[src/rtl/nivel_tinta_if.sv]
// Page-of-ink request/grant handshake between the printer controller and the ink-level manager.
// The controller owns the request side; the manager answers with a one-cycle ok or err pulse.
interface nivel_tinta_if;
    logic pag_req;
    logic pag_color;
    logic pag_ok;
    logic pag_err;

    modport master (
        output pag_req,
        output pag_color,
        input  pag_ok,
        input  pag_err
    );

    modport slave (
        input  pag_req,
        input  pag_color,
        output pag_ok,
        output pag_err
    );
endinterface

[src/rtl/nivel_tinta.sv]
// Ink-level manager: tracks colour/black cartridge levels, grants or refuses page requests,
// runs the saturating refill sequence and drives empty/low flags and 7-segment level displays.
module nivel_tinta #(
    parameter int unsigned NIVEL_MAX  = 15,
    parameter int unsigned NIVEL_BAJO = 3
) (
    input  logic          clk,
    input  logic          reset,
    input  logic          prendido,
    input  logic          rellenar_color,
    input  logic          rellenar_negro,
    nivel_tinta_if.slave  pag,
    output logic          ocupado,
    output logic [3:0]    nivel_color,
    output logic [3:0]    nivel_negro,
    output logic          fin_color,
    output logic          fin_negro,
    output logic          bajo_color,
    output logic          bajo_negro,
    output logic [0:6]    display_color,
    output logic [0:6]    display_negro
);

    localparam logic [3:0] MaxLvl  = 4'(NIVEL_MAX);
    localparam logic [3:0] BajoLvl = 4'(NIVEL_BAJO);

    typedef enum logic [1:0] {
        StApagado    = 2'd0,
        StListo      = 2'd1,
        StRellenando = 2'd2
    } state_e;

    state_e     state_q, state_d;
    logic [3:0] color_q, color_d;
    logic [3:0] negro_q, negro_d;
    logic       flag_c_q, flag_c_d;
    logic       flag_n_q, flag_n_d;
    logic       ok_q, ok_d;
    logic       err_q, err_d;

    // Refill flags as seen this cycle: a request arriving mid-refill joins immediately.
    logic fc_eff, fn_eff;
    assign fc_eff = flag_c_q | rellenar_color;
    assign fn_eff = flag_n_q | rellenar_negro;

    function automatic logic [3:0] sat_inc(input logic [3:0] v);
        return (v >= MaxLvl) ? MaxLvl : v + 4'd1;
    endfunction

    function automatic logic [0:6] seg_hex(input logic [3:0] v);
        logic [0:6] s;
        unique case (v)
            4'h0: s = 7'b1111110;
            4'h1: s = 7'b0110000;
            4'h2: s = 7'b1101101;
            4'h3: s = 7'b1111001;
            4'h4: s = 7'b0110011;
            4'h5: s = 7'b1011011;
            4'h6: s = 7'b1011111;
            4'h7: s = 7'b1110000;
            4'h8: s = 7'b1111111;
            4'h9: s = 7'b1111011;
            4'hA: s = 7'b1110111;
            4'hB: s = 7'b0011111;
            4'hC: s = 7'b1001110;
            4'hD: s = 7'b0111101;
            4'hE: s = 7'b1001111;
            4'hF: s = 7'b1000111;
            default: s = 7'b0000000;
        endcase
        return s;
    endfunction

    always_ff @(posedge clk) begin
        if (reset) begin
            state_q  <= StListo;
            color_q  <= MaxLvl;
            negro_q  <= MaxLvl;
            flag_c_q <= 1'b0;
            flag_n_q <= 1'b0;
            ok_q     <= 1'b0;
            err_q    <= 1'b0;
        end else begin
            state_q  <= state_d;
            color_q  <= color_d;
            negro_q  <= negro_d;
            flag_c_q <= flag_c_d;
            flag_n_q <= flag_n_d;
            ok_q     <= ok_d;
            err_q    <= err_d;
        end
    end

    always_comb begin
        state_d  = state_q;
        color_d  = color_q;
        negro_d  = negro_q;
        flag_c_d = flag_c_q;
        flag_n_d = flag_n_q;
        ok_d     = 1'b0;
        err_d    = 1'b0;

        if (!prendido) begin
            state_d  = StApagado;
            flag_c_d = 1'b0;
            flag_n_d = 1'b0;
        end else begin
            unique case (state_q)
                StApagado: begin
                    state_d = StListo;
                end
                StListo: begin
                    if (rellenar_color || rellenar_negro) begin
                        flag_c_d = rellenar_color;
                        flag_n_d = rellenar_negro;
                        state_d  = StRellenando;
                        err_d    = pag.pag_req;
                    end else if (pag.pag_req) begin
                        if (pag.pag_color) begin
                            if (color_q != 4'd0) begin
                                color_d = color_q - 4'd1;
                                ok_d    = 1'b1;
                            end else begin
                                err_d = 1'b1;
                            end
                        end else begin
                            if (negro_q != 4'd0) begin
                                negro_d = negro_q - 4'd1;
                                ok_d    = 1'b1;
                            end else begin
                                err_d = 1'b1;
                            end
                        end
                    end
                end
                StRellenando: begin
                    err_d    = pag.pag_req;
                    flag_c_d = fc_eff;
                    flag_n_d = fn_eff;
                    if (fc_eff) color_d = sat_inc(color_q);
                    if (fn_eff) negro_d = sat_inc(negro_q);
                    // Leave as soon as every flagged cartridge is full after this edge.
                    if ((!fc_eff || color_d == MaxLvl) && (!fn_eff || negro_d == MaxLvl)) begin
                        state_d  = StListo;
                        flag_c_d = 1'b0;
                        flag_n_d = 1'b0;
                    end
                end
                default: begin
                    state_d = StListo;
                end
            endcase
        end
    end

    assign pag.pag_ok  = ok_q;
    assign pag.pag_err = err_q;

    assign ocupado     = (state_q == StApagado) || (state_q == StRellenando);
    assign nivel_color = color_q;
    assign nivel_negro = negro_q;

    assign fin_color  = (color_q == 4'd0);
    assign fin_negro  = (negro_q == 4'd0);
    assign bajo_color = (color_q != 4'd0) && (color_q <= BajoLvl);
    assign bajo_negro = (negro_q != 4'd0) && (negro_q <= BajoLvl);

    assign display_color = seg_hex(color_q);
    assign display_negro = seg_hex(negro_q);

endmodule

[src/flat_wrapper.sv]
// flat-port wrapper written by rule: the top's interface ports become plain ports
module nivel_tinta_flat 
#(
    parameter int unsigned NIVEL_MAX  = 15,
    parameter int unsigned NIVEL_BAJO = 3
)
  (clk, reset, prendido, rellenar_color, rellenar_negro, ocupado, nivel_color, nivel_negro, fin_color, fin_negro, bajo_color, bajo_negro, display_color, display_negro, pag_pag_req, pag_pag_color, pag_pag_ok, pag_pag_err);
  nivel_tinta_if pag_i ();
  input  logic clk;
  input  logic reset;
  input  logic prendido;
  input  logic rellenar_color;
  input  logic rellenar_negro;
  output logic ocupado;
  output logic [3:0] nivel_color;
  output logic [3:0] nivel_negro;
  output logic fin_color;
  output logic fin_negro;
  output logic bajo_color;
  output logic bajo_negro;
  output logic [0:6] display_color;
  output logic [0:6] display_negro;
  input wire logic [$bits(pag_i.pag_req)-1:0] pag_pag_req;
  input wire logic [$bits(pag_i.pag_color)-1:0] pag_pag_color;
  output wire logic [$bits(pag_i.pag_ok)-1:0] pag_pag_ok;
  output wire logic [$bits(pag_i.pag_err)-1:0] pag_pag_err;
  assign pag_i.pag_req = pag_pag_req;
  assign pag_i.pag_color = pag_pag_color;
  assign pag_pag_ok = pag_i.pag_ok;
  assign pag_pag_err = pag_i.pag_err;
  nivel_tinta #(.NIVEL_MAX(NIVEL_MAX), .NIVEL_BAJO(NIVEL_BAJO)) u_core (.clk(clk), .reset(reset), .prendido(prendido), .rellenar_color(rellenar_color), .rellenar_negro(rellenar_negro), .pag(pag_i), .ocupado(ocupado), .nivel_color(nivel_color), .nivel_negro(nivel_negro), .fin_color(fin_color), .fin_negro(fin_negro), .bajo_color(bajo_color), .bajo_negro(bajo_negro), .display_color(display_color), .display_negro(display_negro));
endmodule
[config.mk]
export PLATFORM = sky130hd
export DESIGN_NAME = nivel_tinta_flat
export DESIGN_NICKNAME = d
export VERILOG_FILES = /design/src/rtl/nivel_tinta_if.sv /design/src/rtl/nivel_tinta.sv /design/src/flat_wrapper.sv
export SDC_FILE = /design/constraint.sdc
export NUM_CORES = 1
export LEC_CHECK = 0
export ABC_AREA = 1
export BUFFER_PORTS_ARGS = -buffer_cell sky130_fd_sc_hd__buf_4
export CORE_MARGIN = 5
export CORE_UTILIZATION = 50
export DETAILED_ROUTE_END_ITERATION = 7
export HOLD_SLACK_MARGIN = 0.15
export PLACE_DENSITY = 0.75
export SLEW_MARGIN = 20
export SYNTH_ARGS = -nofsm -noshare
export SYNTH_HDL_FRONTEND = slang
export SYNTH_SLANG_ARGS = --single-unit
[constraint.sdc]
create_clock -name clk -period 1.92 [get_ports clk]
set_input_delay 0.384 -clock clk [delete_from_list [all_inputs] [get_ports clk]]
set_output_delay 0.384 -clock clk [all_outputs]
set_load 0.05 [all_outputs]
==> results of run 1 <==
-- stage by stage --
stage / cell area, sq um / instances / hold slack [ps]
global placement: 2740 / 421 / 475
floorplan: 2240 / 315 / 451
global route: 3050 / 443 / 362
detailed placement: 2740 / 421 / 491
CTS: 2900 / 435 / 359
finish: 3050 / 443 / 364
-- cell type report --
class	count	area (sq um)	share of cell area [%]
clock buffer	4	66.3	2.17
inverter	43	193	6.32
multi-input combinational	238	1510	49.6
sequential	28	588	19.3
tap	50	62.6	2.05
timing repair buffer	80	628	20.6
-- state kept, by name, indices dropped and copies added, names as in the netlist --
signal	cells
u_core.display_negro	7
u_core.pag.pag_err	1
u_core.flag_n_q	1
u_core.pag.pag_ok	1
u_core.display_color	7
u_core.nivel_color	4
u_core.state_q	2
u_core.flag_c_q	1
u_core.nivel_negro	4
-- kinds of logic after synthesis --
logic type / count (synthesis) / share of synthesized area, %
AOI/OAI and AO/OA: 44 / 13.4
xor gates and xnor gates: 1 / 0.420
adders and majority gates: 19 / 11.4
buffers and inverters: 49 / 9.96
DFF: 28 / 26.9
and+or+nand+nor: 174 / 38.0
-- worst reg2reg max path, delay by kind of cell, from the launching register on --
family | cells | cell delay [ps]
flops | 1 | 400
simple gates | 11 | 720
compound gates | 1 | 80
fa+ha+maj | 2 | 480
buf+inv | 3 | 190
-- worst max path at each step --
stage | start | to | slack [ps] | cells after the start
2_1_floorplan | u_core.nivel_color[1] | u_core.display_color[1] | 6 | 16
3_3_place_gp | rellenar_negro | u_core.display_negro[5] | -30 | 13
3_5_place_dp | rellenar_negro | u_core.display_negro[4] | -90 | 13
4_1_cts | u_core.state_q[0] | u_core.display_negro[4] | -6 | 13
5_1_grt | u_core.state_q[0] | u_core.display_color[5] | -150 | 12
6_report | u_core.nivel_color[1] | u_core.display_color[3] | -40 | 17
-- synthesized netlist by cell type (all sizes together) --
| cell | instances |
|---|---|
| o31ai | 1 |
| nor4 | 2 |
| o211ai | 5 |
| buf | 6 |
| nor3 | 2 |
| nor2 | 24 |
| a31oi | 1 |
| nand2 | 126 |
| xor2 | 1 |
| ha | 19 |
| o21ai | 23 |
| a21oi | 14 |
| or2 | 1 |
| clkinv | 2 |
| nand3b | 1 |
| dfxtp | 28 |
| nand3 | 18 |
| inv | 41 |
-- routing by layer --
layer  GRT usage [%]  wire length (um)
met1            25.6              2480
met2            35.1              2670
met3            2.57               205
met4            4.74                67
met5               0                 0
-- power groups by stage --
stage | registers (uW) | logic (uW) | clock network [uW]
5_1_grt | 697 | 1040 | 469
6_report | 690 | 960 | 435
2_1_floorplan | 909 | 414 | 0
4_1_cts | 691 | 889 | 442
3_3_place_gp | 706 | 853 | 0
3_5_place_dp | 707 | 863 | 0
-- repair_timing --
action | in CTS | in global routing
buffers inserted | 10 | 9
resized for setup | 8 | 23
pin swaps | 9 | 20
gates cloned | 0 | 0
endpoints found under the setup margin | 10 | 16
==> impl_metrics.tcl, run 1 <==
set metrics [dict create \
    antenna_found_initial 0 \
    r2r_start "u_core.nivel_color[1]" \
    cts_root_buffer "clkbuf_8" \
    ant_nets 0 \
    worstPathCellList "inv_4 > ha_4 > inv_2 > nand2_1 > nand2_1 > nand2_1 > nand2_1 > nand2_1 > nand2_1 > o21ai_2 > nor2_4 > inv_2 > ha_4 > nand2_4 > nand2_2 > nand2_1 > nand2_1" \
    hold_path_depth 2 \
    routed_via_density 4.94 \
    coreArea_sq_um 4030 \
    yosysWarnings 0 \
    hold_buffers 0 \
    min_to "u_core.pag.pag_err" \
    std_cell_rows 23 \
    slew_headroom_pct 72.3 \
    vias 2190 \
    finalSetupViolCount 12 \
    min_from "reset" \
    p_int_uw 1230 \
    grt_setup_unrepaired "yes" \
    fin_util_pct 75.7 \
    layout_setup_ws_ps -36.5 \
    swShare_pct 40.9 \
    io_pins 36 \
    p_per_area_nw_per_um2 683 \
    p_leak_uw 0.00152 \
    cts_buffers 3 \
    synth_area_leaders "dfxtp_1 27%, nand2_1 20%, ha_1 11%" \
    combPwrFrac_pct 46.1 \
    antenna_cells 0 \
    die_w_um 74.6 \
    post-route-min-period_ps 1960 \
    final_common_cell "nand2_1" \
    arrival_ps 2150 \
    finalSetupTns_ps -161 \
    critPathLaunchType "flip-flop" \
    drtPass1Iterations 4 \
    ys_ff_latch 28 \
    drive_gt1_share_pct 44.0 \
    worst_pin_slew_ps 411 \
    nNetsFinal 420 \
    grt_util_all_layers_pct 19.9 \
    grt_pass1_vias 1969 \
    area_growth_pct 46.3 \
    seq_power_share_pct 33.1 \
    floorplan.initialDensity_pct 51.8 \
    drc_errors 0 \
    r2r-end "u_core.display_color[3]" \
    die_area_sq_um 5560 \
    max_stage_delay_ps 400 \
    cts.path.max_buffers 2 \
    cp_common_cell "nand2_1" \
    layout_common_cells "102 x nand2_1, 75 x buf_4, 24 x inv_1" \
    reg2reg_depth 17 \
    yosysTopAreaCell "dfxtp_1" \
    synthesis.area_sq_um 2090 \
    place_congestion 0.918 \
    hold_viol 0 \
    cts.reportedPaths.clkPinSlew_ps 110 \
    ys_types 32 \
    vdd_ir_drop_max_mv 0.354 \
    worstPathMaxFanout 5 \
    max_freq_mhz 511 \
    reg2reg_slack_ps -40 \
    period_share_pct 102 \
    finalClockSkew_ps 3.37 \
    grt_start_max_net_pins 17 \
    clock_latency_ps 280 \
    violations "setup timing" \
    crit_type "reg -> reg" \
    synth.avg_cell_area_sq_um 6.62 \
    holdCritPathClass "in -> reg" \
    cts-htree-levels 1 \
    grt-ovfl-total 0 \
    synth_seq_area_share_pct 26.9 \
    synthCells 315 \
    dp_hpwl_um 3940 \
    port_buffers 35 \
    detail_route.iter0.violations 100 \
    crit_buf_inv 3 \
    finalMaxSlewViolations 0 \
    detail_route.wl_per_cell_um 12.3 \
    pre_cts_slack_ps -93.7 \
    syn_nets 341 \
    critPathTopFamily "simple AND/OR/NAND/NOR gates" \
    finalPower_uw 2080 \
    slowest_stage "dfxtp_4" \
    die_h_um 74.6 \
    cts_sinks 28 \
    p_sw_uw 853 \
    crit_required_ps 2110 \
    totalWireLength_um 5430 \
    status "complete, but fails checks" \
    pwr-share-clk_pct 20.9 \
    n_fill_cell 302 \
    maxCapViolations 0 \
    grt_pass1_wl_um 8640 \
    netlist.area_leader.share_pct 26.9 \
    cp-end-kind "flip-flop" \
    cts_tree "yes" \
]
(Power assumes the default switching activity.)
==> run 2: changes to the inputs <==
CORE_MARGIN = 2   (was 5)
CORE_UTILIZATION = 45   (was 50)
PLACE_DENSITY = 0.69   (was 0.75)
==> impl_metrics.tcl, run 2 (synthesis gave the netlist of run 1 again) <==
set metrics [dict create \
    fin_util_pct 74.5 \
    cts_sinks 28 \
    cts_tree "yes" \
    violations "setup timing" \
    holdCritPathClass "in -> reg" \
    final_common_cell "nand2_1" \
    coreArea_sq_um 4410 \
    drive_gt1_share_pct 50.1 \
    crit_required_ps 2100 \
    nNetsFinal 430 \
    slew_headroom_pct 70.3 \
    r2r-end "u_core.display_negro[4]" \
    die_h_um 72.1 \
    area_growth_pct 57.6 \
    critPathLaunch "u_core.state_q[1]" \
    cts_root_buffer "clkbuf_8" \
    io_pins 36 \
    detail_route.iter0.violations 146 \
    worst_pin_slew_ps 441 \
    die_w_um 72.1 \
    dp_hpwl_um 3910 \
    cp-end-kind "flip-flop" \
    arrival_ps 2220 \
    grt_setup_unrepaired "yes" \
    place_inst 425 \
    finalMaxSlewViolations 0 \
    reg2reg_slack_ps -120 \
    port_buffers 35 \
    antenna_cells 0 \
    reg2reg_depth 12 \
    totalWireLength_um 5910 \
    detail_route.wl_per_cell_um 13.0 \
    final_area_sq_um 3290 \
    fin_cells 455 \
    antenna_found_initial 0 \
    drtPass1Iterations 4 \
    hold_path_depth 2 \
    grt-ovfl-total 0 \
    p_leak_uw 0.00159 \
    grt_pass1_wl_um 9540 \
    grt_pass1_vias 2173 \
    layout_common_cells "94 x nand2_1, 80 x buf_4, 25 x nand2_2" \
    drc_errors 0 \
    placed_area_sq_um 2770 \
    p_per_area_nw_per_um2 659 \
    hold_viol 0 \
    period_share_pct 106 \
    finalSetupViolCount 15 \
    status "complete, but fails checks" \
    clock_latency_ps 290 \
    vdd_ir_drop_max_mv 0.370 \
    cts-htree-levels 1 \
    endpoint "u_core.display_negro[4]" \
    die_area_sq_um 5200 \
    maxCapViolations 0 \
    post-route-min-period_ps 2040 \
    vias 2283 \
    finalSetupTns_ps -968 \
    n_fill_cell 329 \
    cts.path.max_buffers 2 \
    crit_type "reg -> reg" \
    routed_via_density 5.02 \
    layout_setup_ws_ps -116 \
    critPathLaunchType "flip-flop" \
    r2r_start "u_core.state_q[1]" \
    grt_start_max_net_pins 17 \
    ant_nets 0 \
    finalClockSkew_ps 9.50 \
    worstPathMaxFanout 6 \
    grt_util_all_layers_pct 22.5 \
    cts.reportedPaths.clkPinSlew_ps 110 \
    cts_buffers 3 \
    floorplan.initialDensity_pct 47.3 \
    max_freq_mhz 491 \
    std_cell_rows 24 \
    place_congestion 0.856 \
]
[run 2: stage by stage]
stage	hold WS [ps]	power [uW]	setup slack, ps
final	362	2170	-116
after detailed placement	483	1590	-63.2
after CTS	348	2090	-50.1
after global placement	474	1580	-41.7
after floorplan	451	1320	6.26
after global routing	361	2290	-184
[run 2: worst max-delay path, stage by stage, from the launching register on]
cell,delay (ps)
dfxtp_2,380
inv_2,60
ha_4,280
nand2_4,60
a21oi_4,180
nand2_4,140
inv_4,80
o21ai_2,60
nor2_4,200
inv_4,80
ha_1,200
o21ai_1,130
o21ai_1,70
[run 2: cell type report]
type	instances	area [sq um]	area share, %
Multi-Input combinational cell	239	1650	50.1
Timing Repair Buffer	89	719	21.9
Sequential cell	28	588	17.9
Inverter	43	200	6.09
Clock buffer	4	66.3	2.02
Tap cell	52	65.1	1.98
[run 2: where the power goes]
part	switching, uW	internal (uW)	total [uW]
registers	45.2	647	693
clock network	210	228	437
logic	641	395	1040
[run 2: how the worst min path moves through the flow]
stage,start,end,slack (ps)
6_report,reset,u_core.pag.pag_err,360
5_1_grt,reset,u_core.pag.pag_err,360
4_1_cts,reset,u_core.pag.pag_err,350
3_5_place_dp,u_core.state_q[0],u_core.state_q[0],480
3_3_place_gp,u_core.state_q[0],u_core.state_q[0],470
2_1_floorplan,u_core.state_q[0],u_core.state_q[0],450
[run 2: layer usage]
layer / track usage [%] / vias up / part of all wire [%]
met3: 2.92 / 4 / 2.9
li1: - / 1175 / -
met1: 29.3 / 1065 / 46
met4: 6.92 / 0 / 0.54
met2: 38.6 / 39 / 50
met5: 0 / - / 0
[run 2: timing repair]
action / CTS / global route
gates cloned: 1 / 0
pin swaps: 24 / 17
resized for setup: 31 / 35
buffers inserted: 14 / 12
hold buffers: 0 / 0
endpoints found under the setup margin: 15 / 16
==> run 3: changes to the inputs <==
==> constraint.sdc (replaced) <==
create_clock -name clk -period 1.92 [get_ports clk]
set_input_delay 0.384 -clock clk [delete_from_list [all_inputs] [get_ports clk]]
set_output_delay 0.384 -clock clk [all_outputs]
set_load 0.005 [all_outputs]
==> impl_metrics.tcl, run 3 (synthesis gave the netlist of run 1 again) <==
set metrics [dict create \
    status "complete, but fails checks" \
    violations "setup timing" \
    finalClockSkew_ps 4.85 \
    seq_area_sq_um 579 \
    hold_viol 0 \
    antenna_cells 0 \
    slowest_stage "dfxtp_2" \
    hold_slack_ps 386 \
    crit_required_ps 2090 \
    multi_input_area_sq_um 1690 \
    grt_util_all_layers_pct 20.5 \
    grt_setup_unrepaired "yes" \
    std_cell_rows 24 \
    crit_type "reg -> reg" \
    area_growth_pct 58.1 \
    detail_route.wl_per_cell_um 12.9 \
    port_buffers 35 \
    r2r-end "u_core.display_negro[2]" \
    fin_cells 456 \
    max_freq_mhz 507 \
    drive_gt1_share_pct 49.0 \
    worstPathCellList "inv_2 > ha_4 > nand2_4 > a21oi_4 > nand2_4 > buf_6 > a21oi_2 > o21ai_2 > nand2_2 > inv_2 > o21ai_1 > nand2_1" \
    post-route-min-period_ps 1970 \
    max_stage_delay_ps 350 \
    cts_tree "yes" \
    grt_start_max_net_pins 17 \
    cp-end-kind "flip-flop" \
    antenna_found_initial 0 \
    min_to "u_core.pag.pag_err" \
    maxCapViolations 0 \
    cts.reportedPaths.clkPinSlew_ps 100 \
    cts_root_buffer "clkbuf_8" \
    place_congestion 0.836 \
    die_w_um 72.1 \
    holdCritPathClass "in -> reg" \
    pre_cts_slack_ps -101 \
    critPathLaunchType "flip-flop" \
    p_per_area_nw_per_um2 600 \
    dp_hpwl_um 3940 \
    grt-ovfl-total 0 \
    r2r_start "u_core.state_q[1]" \
    slew_headroom_pct 67.2 \
    reg2reg_slack_ps -50 \
    vias 2316 \
    p_sw_uw 669 \
    routed_via_density 5.08 \
    io_pins 36 \
    die_area_sq_um 5200 \
    grt_pass1_vias 1999 \
    min_from "pag_pag_req" \
    reg2reg_depth 12 \
    pwr-share-clk_pct 23.8 \
    finalSetupViolCount 9 \
    nNetsFinal 431 \
    finalPower_uw 1980 \
    cts.path.max_buffers 2 \
    final_common_cell "nand2_1" \
    layout_common_cells "99 x nand2_1, 81 x buf_4, 23 x inv_1" \
    ant_nets 0 \
    placed_area_sq_um 2730 \
    arrival_ps 2150 \
    coreArea_sq_um 4410 \
    p_leak_uw 0.00160 \
    layout_setup_ws_ps -53.5 \
    finalMaxSlewViolations 0 \
    period_share_pct 103 \
    clock_latency_ps 280 \
    hold_path_depth 3 \
    floorplan.initialDensity_pct 47.3 \
    final_area_sq_um 3300 \
    swShare_pct 33.8 \
    n_fill_cell 318 \
    place_inst 431 \
    seq_power_share_pct 34.4 \
    cts-htree-levels 1 \
    worst_pin_slew_ps 486 \
    drc_errors 0 \
    cts_sinks 28 \
    worstPathMaxFanout 6 \
    combPwrFrac_pct 41.8 \
    die_h_um 72.1 \
    p_int_uw 1310 \
    detail_route.iter0.violations 123 \
    grt_pass1_wl_um 8750 \
    drtPass1Iterations 5 \
    cts_buffers 3 \
    totalWireLength_um 5890 \
    vdd_ir_drop_max_mv 0.484 \
]
==> run 3: cell types whose count changed in the layout (fill, tap and decap cells not counted), sizes merged <==
cell,delta
clkbuf,-1
clkinvlp,-1
inv,+1
bufinv,+1
nand2,+1
==> run 3: worst max-delay path by stage <==
stage | cells past startpoint | from | end
6_report | 12 | u_core.state_q[1] | u_core.display_negro[2]
3_5_place_dp | 12 | rellenar_negro | u_core.display_negro[2]
5_1_grt | 14 | u_core.nivel_negro[1] | u_core.display_negro[3]
4_1_cts | 13 | u_core.state_q[1] | u_core.display_negro[0]
2_1_floorplan | 12 | u_core.state_q[0] | u_core.display_negro[1]
3_3_place_gp | 13 | rellenar_negro | u_core.display_color[5]
==> run 3: area by class of cell <==
cell class | instances | share of cell area, %
clock buffer | 3 | 1.25
clock inverter | 1 | 0.910
inverter | 43 | 5.58
multi-input combinational | 240 | 51.3
sequential | 28 | 17.6
tap | 52 | 1.97
timing repair buffer | 89 | 21.4
==> run 3: routing by layer <==
layer / global-route usage (%) / vias to the layer above / wire (um) / share of wire, %
met4: 5.45 / 0 / 88 / 1.5
met1: 27.7 / 1056 / 2630 / 45
met5: 0 / - / 0 / 0
met2: 34.8 / 73 / 2890 / 49
li1: - / 1177 / - / -
met3: 2.22 / 10 / 278 / 4.7
==> run 3: per-stage QoR <==
step	util, %	setup TNS [ps]
final	74.7	-268
after global routing	74.7	-1610
after CTS	66.7	-14.3
after detailed placement	61.9	-475
after global placement	61.9	-97.7
after floorplan	-	0
==> run 3: critical path, delay by kind of cell, from the launching register on <==
family | cells | cell delay (ps)
buffers and inverters | 3 | 310
adder cells (fa/ha/maj) | 1 | 270
AND/OR/NAND/NOR | 4 | 430
flip-flops | 1 | 350
AO/OA/AOI/OAI | 4 | 510
==> run 3: repair_timing <==
item	4_1_cts	5_1_grt
setup buffers	11	10
endpoints found under the setup margin	10	14
pin swaps	16	38
resized for setup	17	66
hold buffers	0	0
gates cloned	0	2
==> run 3: power groups by stage <==
stage                     combinational [uW]  clock (uW)  sequential [uW]
final                                    828         472              681
after global routing                     909         501              688
after CTS                                708         478              681
after detailed placement                 656           0              698
after global placement                   647           0              697
after floorplan                          393           0              700
